`src/rtl/weight_load_ctrl.sv`:
```
// Weight-load controller: gathers a KSIZE^3 weight stream into per-lane write triplets,
// then replays the kernel's (row, col) grid as per-lane read addresses on request.
module weight_load_ctrl #(
    parameter int DATA_WIDTH = 8,
    parameter int ADDR_W     = 3,
    parameter int KSIZE      = 3
) (
    input  logic                         clk,
    input  logic                         rst_n,
    input  logic                         load_start,
    input  logic                         s_valid,
    output logic                         s_ready,
    input  logic [DATA_WIDTH-1:0]        s_data,
    input  logic                         scan_start,
    output logic                         mem_we,
    output logic [KSIZE*ADDR_W-1:0]      mem_row_wr,
    output logic [KSIZE*ADDR_W-1:0]      mem_col_wr,
    output logic [KSIZE*ADDR_W-1:0]      mem_ch_wr,
    output logic [KSIZE*DATA_WIDTH-1:0]  mem_wdata,
    output logic [KSIZE*ADDR_W-1:0]      mem_row_rd,
    output logic [KSIZE*ADDR_W-1:0]      mem_col_rd,
    output logic [KSIZE*ADDR_W-1:0]      mem_ch_rd,
    output logic                         rd_valid,
    output logic                         rd_last,
    output logic                         loaded,
    output logic                         busy
);
    typedef enum logic [1:0] {IDLE, LOAD, LOADED, SCAN} state_t;

    localparam logic [ADDR_W-1:0] KMAX = ADDR_W'(KSIZE - 1);

    state_t                        state_q;
    logic [ADDR_W-1:0]             row_q, col_q, ch_q;
    logic [DATA_WIDTH-1:0]         lane_q [KSIZE-1];
    logic                          mem_we_q;
    logic [KSIZE*ADDR_W-1:0]       wr_row_q, wr_col_q, wr_ch_q;
    logic [KSIZE*ADDR_W-1:0]       wr_row_d, wr_col_d, wr_ch_d;
    logic [KSIZE*DATA_WIDTH-1:0]   wdata_q, wdata_d;
    logic                          rd_valid_q, rd_last_q;
    logic [ADDR_W-1:0]             rd_row_q, rd_col_q, rd_row_d, rd_col_d;

    // Write triplet as it will be registered on the last-channel handshake.
    always_comb begin
        wr_row_d = '0;
        wr_col_d = '0;
        wr_ch_d  = '0;
        wdata_d  = '0;
        for (int i = 0; i < KSIZE; i++) begin
            wr_row_d[i*ADDR_W +: ADDR_W] = row_q;
            wr_col_d[i*ADDR_W +: ADDR_W] = col_q;
            wr_ch_d[i*ADDR_W +: ADDR_W]  = ADDR_W'(i);
        end
        for (int i = 0; i < KSIZE - 1; i++)
            wdata_d[i*DATA_WIDTH +: DATA_WIDTH] = lane_q[i];
        wdata_d[(KSIZE-1)*DATA_WIDTH +: DATA_WIDTH] = s_data;
    end

    always_comb begin
        rd_row_d = rd_row_q;
        rd_col_d = rd_col_q + ADDR_W'(1);
        if (rd_col_q == KMAX) begin
            rd_row_d = rd_row_q + ADDR_W'(1);
            rd_col_d = '0;
        end
    end

    always_ff @(posedge clk or negedge rst_n) begin
        if (!rst_n) begin
            state_q    <= IDLE;
            row_q      <= '0;
            col_q      <= '0;
            ch_q       <= '0;
            for (int i = 0; i < KSIZE - 1; i++) lane_q[i] <= '0;
            mem_we_q   <= 1'b0;
            wr_row_q   <= '0;
            wr_col_q   <= '0;
            wr_ch_q    <= '0;
            wdata_q    <= '0;
            rd_valid_q <= 1'b0;
            rd_last_q  <= 1'b0;
            rd_row_q   <= '0;
            rd_col_q   <= '0;
        end else begin
            mem_we_q <= 1'b0;
            case (state_q)
                IDLE: begin
                    if (load_start) begin
                        state_q <= LOAD;
                        row_q   <= '0;
                        col_q   <= '0;
                        ch_q    <= '0;
                    end
                end
                LOAD: begin
                    if (s_valid) begin
                        if (ch_q == KMAX) begin
                            mem_we_q <= 1'b1;
                            wr_row_q <= wr_row_d;
                            wr_col_q <= wr_col_d;
                            wr_ch_q  <= wr_ch_d;
                            wdata_q  <= wdata_d;
                            // Final triplet holds the counters; only a new load clears them.
                            if (col_q == KMAX) begin
                                if (row_q == KMAX) begin
                                    state_q <= LOADED;
                                end else begin
                                    row_q <= row_q + ADDR_W'(1);
                                    col_q <= '0;
                                    ch_q  <= '0;
                                end
                            end else begin
                                col_q <= col_q + ADDR_W'(1);
                                ch_q  <= '0;
                            end
                        end else begin
                            for (int i = 0; i < KSIZE - 1; i++)
                                if (ch_q == ADDR_W'(i)) lane_q[i] <= s_data;
                            ch_q <= ch_q + ADDR_W'(1);
                        end
                    end
                end
                LOADED: begin
                    if (load_start) begin
                        state_q <= LOAD;
                        row_q   <= '0;
                        col_q   <= '0;
                        ch_q    <= '0;
                    end else if (scan_start) begin
                        state_q    <= SCAN;
                        rd_valid_q <= 1'b1;
                        rd_row_q   <= '0;
                        rd_col_q   <= '0;
                        rd_last_q  <= (KMAX == '0);
                    end
                end
                SCAN: begin
                    if (rd_last_q) begin
                        state_q    <= LOADED;
                        rd_valid_q <= 1'b0;
                        rd_last_q  <= 1'b0;
                        rd_row_q   <= '0;
                        rd_col_q   <= '0;
                    end else begin
                        rd_row_q  <= rd_row_d;
                        rd_col_q  <= rd_col_d;
                        rd_last_q <= (rd_row_d == KMAX) && (rd_col_d == KMAX);
                    end
                end
                default: state_q <= IDLE;
            endcase
        end
    end

    always_comb begin
        mem_row_rd = '0;
        mem_col_rd = '0;
        mem_ch_rd  = '0;
        for (int i = 0; i < KSIZE; i++) begin
            mem_row_rd[i*ADDR_W +: ADDR_W] = rd_valid_q ? rd_row_q : '0;
            mem_col_rd[i*ADDR_W +: ADDR_W] = rd_valid_q ? rd_col_q : '0;
            mem_ch_rd[i*ADDR_W +: ADDR_W]  = rd_valid_q ? ADDR_W'(i) : '0;
        end
    end

    assign s_ready    = (state_q == LOAD);
    assign loaded     = (state_q == LOADED) || (state_q == SCAN);
    assign busy       = (state_q == LOAD) || (state_q == SCAN);
    assign mem_we     = mem_we_q;
    assign mem_row_wr = wr_row_q;
    assign mem_col_wr = wr_col_q;
    assign mem_ch_wr  = wr_ch_q;
    assign mem_wdata  = wdata_q;
    assign rd_valid   = rd_valid_q;
    assign rd_last    = rd_last_q;
endmodule

```
`config.mk`:
```
export PLATFORM = sky130hd
export DESIGN_NAME = weight_load_ctrl
export DESIGN_NICKNAME = d
export VERILOG_FILES = /design/src/rtl/weight_load_ctrl.sv
export SDC_FILE = /design/constraint.sdc
export NUM_CORES = 1
export LEC_CHECK = 0
export BUFFER_PORTS_ARGS = -buffer_cell sky130_fd_sc_hd__buf_2
export CAP_MARGIN = 10
export CORE_ASPECT_RATIO = 1.25
export CORE_MARGIN = 5
export CORE_UTILIZATION = 55
export CTS_CLUSTER_DIAMETER = 200
export DETAILED_ROUTE_END_ITERATION = 12
export PLACE_DENSITY = 0.85
export SETUP_SLACK_MARGIN = 0.3
export SYNTH_ARGS = -nofsm -noshare
export SYNTH_HDL_FRONTEND = slang
export SYNTH_SLANG_ARGS = --single-unit
```
`constraint.sdc`:
```
create_clock -name clk -period 4.83 [get_ports clk]
set_input_delay 0.2415 -clock clk [delete_from_list [all_inputs] [get_ports clk]]
set_output_delay 0.2415 -clock clk [all_outputs]
set_load 0.01 [all_outputs]
```
# --- Word-level counts from Yosys, hierarchy flattened ---
# Cells that the tools add are included.
# Widths: inputs -> output; s select.
word_totals:
  latchBits: 0
  elab_cells: 108
  ramBits: 0
  inputBits: 13
  romBits: 0
  register_bits: 79
  memories: 0
classes:
  multipliers: 0
  n_div: 0
  reduce_logical: 17
  shifts: 0
  order_cmp: 0
  mux: 47
  n_eq_ne: 23
  bitwise: 1
  n_addsub: 5
op_table:
  columns: ["operator", "n"]
  rows:
  - ["$mux 3", 20]
  - ["$pmux 3 s2", 5]
  - ["$eq 3x2->1 const B", 6]
  - ["$mux 2", 9]
  - ["$reduce_and 4->1", 4]
  - ["$add 3x1->3 const B", 5]
  - ["$ne 2x2->1 const B", 6]
  - ["$mux 1", 10]
  - ["$ne 2x1->1 const B", 4]
  - ["$pmux 2 s4", 1]
  - ["$reduce_and 7->1", 1]
  - ["$ne 3x3->1 const B", 2]
  - ["$reduce_and 3->1", 2]
  - ["$reduce_and 6->1", 1]
  - ["$reduce_and 5->1", 1]
  - ["$eq 2x2->1 const B", 2]
  - ["$ne 4x4->1 const B", 1]
  - ["$pmux 1 s2", 2]
  - ["$reduce_bool 2->1", 2]
  - ["$eq 3x1->1 const B", 1]
  - ["$logic_not 3->1", 1]
  - ["$eq 2x1->1 const B", 1]
  - ["$logic_not 2->1", 1]
  - ["$logic_or 1x1->1", 2]
  - ["3 further kinds", 3]

# --- Logic depth before layout (Yosys ltp) ---
# Gate-level depths: netlist of run 1.
depth:
  depth_word: 6
  depth_mapped: 6
  mapped_depth_nobuf: 6

# --- Least setup slack after synthesis of run 1 ---
# Ideal clock, no wire load.
synth_timing:
  path_type: "register to register"
  start: "register ch_q[0]"
  end: "register col_q[2]"
  stages_incl_launch_ff: 6
  setup_slack_ns: 3.285
  arrival_time_ns: 1.468
  n_path_buf: 1
  required_ns: 4.752
  cell_sequence: "dfrtp_1 > buf_6 > nor3b_4 > nor2_1 > or4_1 > a21oi_1"
synth_via:
  elab_chain_len: 3
synth_lines:
  columns: ["item", "line", "text"]
  rows:
  - ["from (decl)", "33", "logic [ADDR_W-1:0] row_q, col_q, ch_q;"]
  - ["from (signal assigned)", "118", "ch_q <= ch_q + ADDR_W'(1);"]
  - ["$eq 3x2->1", "96", "if (ch_q == KMAX) begin"]
  - ["$ne 2x1->1 (no source line)", null, null]
  - ["$reduce_and 5->1 (no source line)", null, null]
  - ["to (signal assigned)", "112", "col_q <= col_q + ADDR_W'(1);"]
  - ["to (decl)", "33", null]
# No other way between the ends.
# A chain may end at the register's enable or synchronous reset.

# --- Worst setup path in the final report of run 1 ---
layout_timing:
  start: "register state_q[0]"
  end: "register wdata_q[21] (netlist: mem_wdata[21])"
layout_via:
  elab_chain_len: 2
layout_lines:
  columns: ["item", "line", "text"]
  rows:
  - ["from (decl)", "32", "state_t state_q;"]
  - ["from (signal assigned)", "69", "state_q <= IDLE;"]
  - ["from (signal assigned)", "88", "state_q <= LOAD;"]
  - ["from (signal assigned)", "105", "state_q <= LOADED;"]
  - ["$eq 2x1->1", "85", "case (state_q)"]
  - ["$reduce_and 3->1 (no source line)", null, null]
  - ["to (signal assigned)", "101", "wdata_q <= wdata_d;"]
  - ["to (decl)", "38", "logic [KSIZE*DATA_WIDTH-1:0] wdata_q, wdata_d;"]
# No other way between the ends.

==> results of run 1 <==
-- cell usage after synthesis, drive strengths merged (4+ instances only) --
cell and n:
dfrtp 67, buf 48, mux2 45, nand2 17, o21ai 16, nor2 13, a21oi 7, nand3 7
and2 6, inv 6, nand2b 4, nor3b 4
-- through the flow --
| stage | worst slack, ns | hold WS, ns | cells | cell area (um2) | power, uW |
|---|---|---|---|---|---|
| finish | 2.742 | 0.07755 | 400 | 3591 | 2451 |
| global placement | 2.841 | 0.4660 | 384 | 3374 | 1922 |
| floorplan | 3.285 | -0.05409 | 285 | 3233 | 1731 |
| CTS | 2.719 | 0.09381 | 400 | 3591 | 2482 |
| global route | 2.571 | 0.1523 | 400 | 3591 | 2632 |
| detailed placement | 2.747 | 0.4701 | 384 | 3374 | 1965 |
-- final cells by class --
| class | count | area share, % |
|---|---|---|
| Sequential cell | 67 | 46.69 |
| Multi-Input combinational cell | 162 | 32.72 |
| Timing Repair Buffer | 83 | 11.64 |
| Clock buffer | 10 | 3.554 |
| Clock inverter | 6 | 2.474 |
| Tap cell | 66 | 2.300 |
| Inverter | 6 | 0.6272 |
-- layer usage --
layer	wire, um	vias to the layer above	track usage (%)
li1	-	996	-
met1	2453	1051	21.33
met2	2858	97	26.93
met3	553	7	6.144
met4	65	0	6.056
met5	0	-	0
-- worst max path at each step --
stage,from,to,slack [ns],cells after the start
after floorplan,ch_q[0],col_q[2],3.28,5
after global placement,state_q[0],mem_wdata[6],2.84,3
after detailed placement,state_q[0],mem_wdata[21],2.75,3
after CTS,state_q[0],mem_wdata[21],2.72,3
after global routing,state_q[0],col_q[1],2.57,4
final,state_q[0],mem_wdata[21],2.74,3
-- power groups by stage --
stage	Clock [uW]	Combinational, uW	Sequential [uW]
finish	508	937	1010
global route	544	1040	1050
CTS	519	954	1010
detailed placement	0	952	1010
global placement	0	920	1000
floorplan	0	706	1030
-- kinds of logic after synthesis --
logic type      synth area share (%)
flops                          52.65
simple gates                   11.12
buf+inv                        11.98
mux                            16.23
compound gates                 6.444
fa+ha+maj                      1.179
other cells                   0.1178
xor+xnor                      0.2751
-- sequential cells by signal, indices dropped and copies added, names as in the netlist --
name,flops
mem_we,1
rd_col_q,3
lane_q,16
col_q,3
rd_last,1
ch_q,3
state_q,2
mem_wdata,24
rd_row_q,3
mem_ch_wr,1
mem_col_wr,3
rd_valid,1
mem_row_wr,3
row_q,3
==> flow_summary.toml, run 1 <==
[timing]
fin_skew_ns = 0.005877
post-route-period-util_pct = 43.23
min_period_ns = 2.088
hold_viol_final = 0
tns_ns = 0
max_freq_mhz = 478.9
setup_viol = 0
slew_viol_final = 0
rsz0062_at_grt = "false"
worst_pin_slew_ns = 0.8162
slew_headroom_pct = 45.59

[grt]
overflow = 0
grt_pass1_wl_mm = 9.887
grt_max_degree = 68
antenna_found_initial = 0
first_global_vias = 2101
track_usage_pct = 16.94

[critical_path]
rrSetupSlack_ns = 2.74
critical-path-top-delay-family = "simple AND/OR/NAND/NOR gates"
setup.worst_path.start_class = "flip-flop"
cpMaxStageDelayCell = "dfrtp_1"
end_kind = "flip-flop"
reg2reg_to = "mem_wdata[21]"
cp_max_fo = 35
crit_type = "reg2reg"
arrival_ns = 2.31
rr_startpoint = "state_q[0]"
path_cells = "and3b_1 -> nand2_2 -> mux2_2"
cp.required_ns = 5.05
reg2reg_depth = 3
path_buf_inv = 0
crit_path_max_incr_delay_ns = 0.63

[power_and_ir_drop]
comb_power_share_pct = 38.2
p_clk_share_pct = 20.7
switchingPower_uw = 883.9
ir_worst_vdd_v = 0.0003761
p_seq_share_pct = 41.1
p_per_area_nw_per_um2 = 682.6
p_leak_uw = 0.001765
sw_frac_of_total_pct = 36.06
intPower_uw = 1567

[layout]
final_nets = 345
multiInputGateArea_um2 = 1175
drive_gt1_share_pct = 44.61
seqCellArea_um2 = 1677
final_cell_mix = "82 x buf_2, 67 x dfrtp_1, 45 x mux2_2"
final_common_cell = "buf_2"
antenna_cells = 0
area_delta_synth_final_pct = 12.77
n_fill_cell = 440
finalCoreUtilization_pct = 62.98

[floorplan]
die_h_um = 95.07
die_x_um = 78.06
rows = 31
core_um2 = 5702
start_util_pct = 55.85
ios = 97
die_area_um2 = 7421

[run]
drv_cap = 0

[routing]
drt-initial-drc-count = 107
via_per_inst = 5.378
drc = 0
routed_wl_mm = 5.930
wire_per_inst_um = 14.83
first_pass_iters = 5
drtAntennaViolNets = 0
vias = 2151

[placed_design]
gp_congestion = 0.8430
dp_hpwl_mm = 4.192
portBuffers = 82

[yosys]
synth_top_area_share_pct = 52.65
synth.area.top_cells = "dfrtp_1 53%, mux2_2 16%, buf_4 9.9%"
yosysSeqAreaShare_pct = 52.65
synthArstFlopShare_pct = 100.0
synth_edf_count = 0
avgSynthCellArea_um2 = 11.71
ys_seq_elements = 67
synth_area_um2 = 3184
synth_area_leader_cell = "dfrtp_1"
synth_warnings = 0
yosys_most_used_dff = "dfrtp_1"
netlist-cell-type-count = 40
synth_cells = 272

[clock_network]
cts_resized = 0
cts_root_buffer = "clkbuf_8"
post_cts_buffers = 0
cts_buffers = 9
cts.reportedPaths.clkPinSlew_ns = 0.07
cts_buffer_depth = 2
cts.sinks = 67
cts_tree = "yes"
insertion_delay_ns = 0.34
htree_levels = 3
cts_hold_buf = 0

[outcome]
status = "completed"

[hold_path]
hold_class = "in2async"
No activity file was read; power rests on OpenSTA's default activity.
==> inputs of run 2 (changes only) <==
Settings changed: CORE_UTILIZATION 55 to 46, PLACE_DENSITY 0.85 to 0.76.
Clock period 4.83 ns to 1.9 ns, I/O delays scaled along.
==> run 2 against run 1 <==
Effect of this change: non-clock buffer count up 22; wire length up 7.2%; sequential power rose to 2.5 times the previous value; clock skew up 0.0039 ns; worst setup slack worse by 2.4 ns; maximum frequency up 30%; cell area up 8.2%; critical path type unchanged; highest routed layer unchanged.
==> flow_summary.toml, run 2 (synthesis results as in run 1) <==
[floorplan]
die_h_um = 103.0
start_util_pct = 46.49
core_um2 = 6849
rows = 34
die_x_um = 84.42
die_area_um2 = 8696
ios = 97

[placed_design]
dp_hpwl_mm = 4.268
gp_congestion = 0.8987
portBuffers = 82
place_ws_ns = 0.2502

[timing]
fin_skew_ns = 0.009812
slew_viol_final = 0
max_freq_mhz = 622.5
setup_viol = 0
rsz0062_at_grt = "true"
worst_slack_ns = 0.2936
post-route-period-util_pct = 84.55
min_period_ns = 1.606
tns_ns = 0
hold_viol_final = 0

[routing]
routed_wl_mm = 6.355
drtAntennaViolNets = 0
drc = 0
wire_per_inst_um = 14.28
via_per_inst = 5.121
drt-initial-drc-count = 99
vias = 2279
first_pass_iters = 4

[clock_network]
cts.sinks = 67
cts_buffer_depth = 2
cts_buffers = 9
htree_levels = 3
cts_tree = "yes"
cts_root_buffer = "clkbuf_8"
cts.reportedPaths.clkPinSlew_ns = 0.08
insertion_delay_ns = 0.34

[outcome]
status = "completed"

[critical_path]
arrival_ns = 1.87
setup.worst_path.start_class = "flip-flop"
crit_end = "col_q[2]"
crit_path_max_incr_delay_ns = 0.52
crit_type = "reg2reg"
path_cells = "and3b_2 -> nor2_2 -> or4_4 -> a21oi_2"
end_kind = "flip-flop"
rr_startpoint = "state_q[1]"
cpMaxStageDelayCell = "or4_4"
cp.required_ns = 2.17
reg2reg_to = "col_q[2]"
startpoint = "state_q[1]"
rrSetupSlack_ns = 0.29
cp_max_fo = 8
reg2reg_depth = 4

[run]
drv_cap = 0

[grt]
grt_pass1_wl_mm = 10.08
overflow = 0
antenna_found_initial = 0
track_usage_pct = 14.60
first_global_vias = 2193
grt_max_degree = 68

[hold_path]
hold_class = "in2reg"

[layout]
final_cell_mix = "82 x buf_2, 64 x dfrtp_1, 45 x mux2_2"
antenna_cells = 0
area_delta_synth_final_pct = 21.96
final_nets = 367
largest_register_ffs = 24
final_common_cell = "buf_2"
finalCoreUtilization_pct = 56.70
drive_gt1_share_pct = 51.27

[power_and_ir_drop]
p_leak_uw = 0.001905
ir_worst_vdd_v = 0.0009390
p_per_area_nw_per_um2 = 1703
run 2: final cells by class:
type                       instances  area (um2)
multi-input combinational        162        1214
tap                               90       112.6
sequential                        67        1680
inverter                           6       22.52
clock inverter                     6       115.1
clock buffer                       9       123.9
timing repair buffer             105       615.6
fill                             593        2965
run 2: metrics by stage:
stage	power (uW)	hold WS [ns]	instance area, um2	std cells
floorplan	4401	-0.2006	3233	285
global placement	4941	0.1422	3462	414
detailed placement	5031	0.1400	3462	414
CTS	6493	0.0002346	3754	434
global route	7090	0.02132	3884	445
finish	6616	0.01749	3884	445
run 2: per-layer routing:
metal,GRT usage [%],up-vias,share of wire [%]
met5,0,-,0
met4,6.456,0,2.0
met3,5.516,16,8.9
met2,24.36,107,49
met1,16.94,1115,40
li1,-,1041,-
run 2: power by group:
group | switching, uW | internal (uW) | total, uW
Clock | 532 | 868 | 1400
Combinational | 1310 | 1370 | 2680
Sequential | 464 | 2070 | 2540
run 2: critical path: cells and delay by family, from the launching register on:
| family | cells | cell delay (ns) |
|---|---|---|
| simple gates | 3 | 0.99 |
| compound gates | 1 | 0.15 |
| flops | 1 | 0.41 |
run 2: worst min-delay path by stage:
stage | startpoint | end | slack [ns] | cells past startpoint
final | s_data[2] | lane_q[2] | 0.02 | 2
after global routing | s_data[5] | lane_q[5] | 0.02 | 2
after CTS | s_data[5] | lane_q[5] | 0.0002 | 2
after detailed placement | rst_n | mem_wdata[16] | 0.14 | 2
after global placement | rst_n | mem_wdata[16] | 0.14 | 2
after floorplan | rst_n | ch_q[0] | -0.20 | 0
run 2: what timing repair did:
action,4_1_cts,5_1_grt
endpoints found under the hold margin,73,0
hold buffers,3,0
setup endpoints to repair,34,49
gates resized for setup,3,14
cloned,0,0
pin swaps,1,2
buffers inserted,2,11
==> inputs of run 3 (changes only) <==
Settings changed: CORE_UTILIZATION 46 to 51, PLACE_DENSITY 0.76 to 0.79.
Clock period 1.9 ns to 1.55 ns, I/O delays scaled along.
==> run 3 against run 2 <==
Effect of this change: the flow now finishes with violations (negative setup slack); cell area increased by 13%; non-clock buffer count increased by 29; flip-flop and latch count unchanged; first-iteration DRC count increased by 20%; count of clock-buffer cells in the layout increased by 3; final cell count increased by 5.6%; largest cell class unchanged.
==> flow_summary.toml, run 3 (synthesis results as in run 1) <==
[outcome]
status = "finished, violations left"
violations = "negative setup slack"

[floorplan]
die_x_um = 80.68
ios = 97
die_area_um2 = 7934
core_um2 = 6126
rows = 32
die_h_um = 98.35
start_util_pct = 51.98

[clock_network]
cts.sinks = 67
insertion_delay_ns = 0.35
cts_buffers = 9
cts_root_buffer = "clkbuf_8"
cts.reportedPaths.clkPinSlew_ns = 0.07
cts_buffer_depth = 2
htree_levels = 3
cts_tree = "yes"

[timing]
worst_slack_ns = -0.005892
rsz0062_at_grt = "true"
hold_viol_final = 0
min_period_ns = 1.556
fin_skew_ns = 0.009572
slew_viol_final = 0
setup_viol = 1
max_freq_mhz = 642.7
post-route-period-util_pct = 100.4

[power_and_ir_drop]
comb_power_share_pct = 46.7
ir_worst_vdd_v = 0.001260
p_clk_share_pct = 18.4
intPower_uw = 5720
p_total_uw = 8944
p_seq_share_pct = 34.8
switchingPower_uw = 3224
p_per_area_nw_per_um2 = 2042
sw_frac_of_total_pct = 36.05
p_leak_uw = 0.002173

[critical_path]
crit_type = "reg2reg"
cp_max_fo = 4
arrival_ns = 1.83
end_kind = "flip-flop"
cp.required_ns = 1.82
setup.worst_path.start_class = "flip-flop"

[layout]
area_delta_synth_final_pct = 37.56
largest_register_ffs = 24
antenna_cells = 0
finalCoreUtilization_pct = 71.51
n_fill_cell = 388
final_cell_mix = "81 x buf_2, 60 x dfrtp_1, 32 x buf_4"
final_nets = 396
final_common_cell = "buf_2"
drive_gt1_share_pct = 59.22
instances_no_fill = 470

[run]
drv_cap = 0

[grt]
met3_usage_pct = 5.074
antenna_found_initial = 0
overflow = 0
first_global_vias = 2347
grt_use_met1_pct = 23.50
top_usage_layer = "met2"
track_usage_pct = 19.00
grt_max_degree = 68
use_met2_pct = 31.25
grt_pass1_wl_mm = 11.59

[routing]
drc = 0
drt-initial-drc-count = 119
vias = 2383
drtAntennaViolNets = 0
wire_per_inst_um = 15.94
via_per_inst = 5.070
routed_wl_mm = 7.491
first_pass_iters = 4

[placed_design]
portBuffers = 82
placed_cells = 421
dp_hpwl_mm = 4.513
gp_congestion = 0.8859

[hold_path]
hold_class = "in2reg"
## run 3: changes by cell type in the layout (fill, tap and decap cells not counted), sizes merged
cell	before	now
clkbuf	9	12
clkinv	2	1
buf	102	125
dlygate4sd3	3	9
bufinv	3	2
## run 3: final cells by class
cell class	count	area, um2	share of cell area (%)
clock buffers	12	155.1	3.542
well taps	85	106.4	2.428
multi-input cells	162	1430	32.65
flip-flops and latches	67	1685	38.47
clock inverters	4	72.57	1.657
inverters	6	25.02	0.5713
repair buffers	134	905.9	20.68
## run 3: power groups by stage
stage	sequential, uW	combinational, uW	clock, uW
2_1_floorplan	3200	2240	0
6_report	3120	4180	1650
5_1_grt	3230	4510	1760
4_1_cts	3080	3760	1690
3_3_place_gp	3050	3210	0
3_5_place_dp	3090	3290	0
## run 3: path summary, 6_finish.rpt
check                      slack (ns)    startpoint  cells past startpoint            to
min in group asynchronous        0.26         rst_n                      3      rd_valid
max in group asynchronous        0.97         rst_n                      3       ch_q[2]
setup reg to reg               -0.006       ch_q[0]                      6    state_q[1]
hold reg to reg                  0.48  mem_ch_wr[3]                      1  mem_ch_wr[3]
hold / removal                   0.06    scan_start                      3      rd_valid
setup / recovery               -0.006       ch_q[0]                      6    state_q[1]
## run 3: timing repair
| action | CTS | global route |
|---|---|---|
| buffers inserted | 19 | 5 |
| pin swaps | 19 | 16 |
| hold buffers | 9 | 0 |
| setup endpoints to repair | 82 | 75 |
| endpoints found under the hold margin | 86 | 0 |
| gates resized for setup | 33 | 45 |
## run 3: critical path: stages, from the launching register on
cell	delay (ns)
dfrtp_1	0.42
nor3b_4	0.28
buf_4	0.16
buf_6	0.11
and4b_2	0.29
a31oi_1	0.09
nor2_1	0.12
## run 3: per-stage QoR
| stage | hold slack [ns] | instance area, um2 | setup slack, ns | TNS [ns] |
|---|---|---|---|---|
| 6_report | 0.05962 | 4380 | -0.005892 | -0.005892 |
| 5_1_grt | 0.05631 | 4380 | -0.05209 | -0.5802 |
| 4_1_cts | 0.05248 | 4188 | 0.06561 | 0 |
| 3_5_place_dp | 0.1212 | 3590 | -0.004223 | -0.004223 |
| 3_3_place_gp | 0.1220 | 3590 | 0.05949 | 0 |
| 2_1_floorplan | -0.2181 | 3262 | 0.03803 | 0 |
## run 3: per-layer routing
| layer | part of all wire [%] | wire length, um |
|---|---|---|
| met3 | 6.8 | 509 |
| met5 | 0 | 0 |
| met4 | 2.9 | 218 |
| met1 | 40 | 2992 |
| met2 | 50 | 3770 |
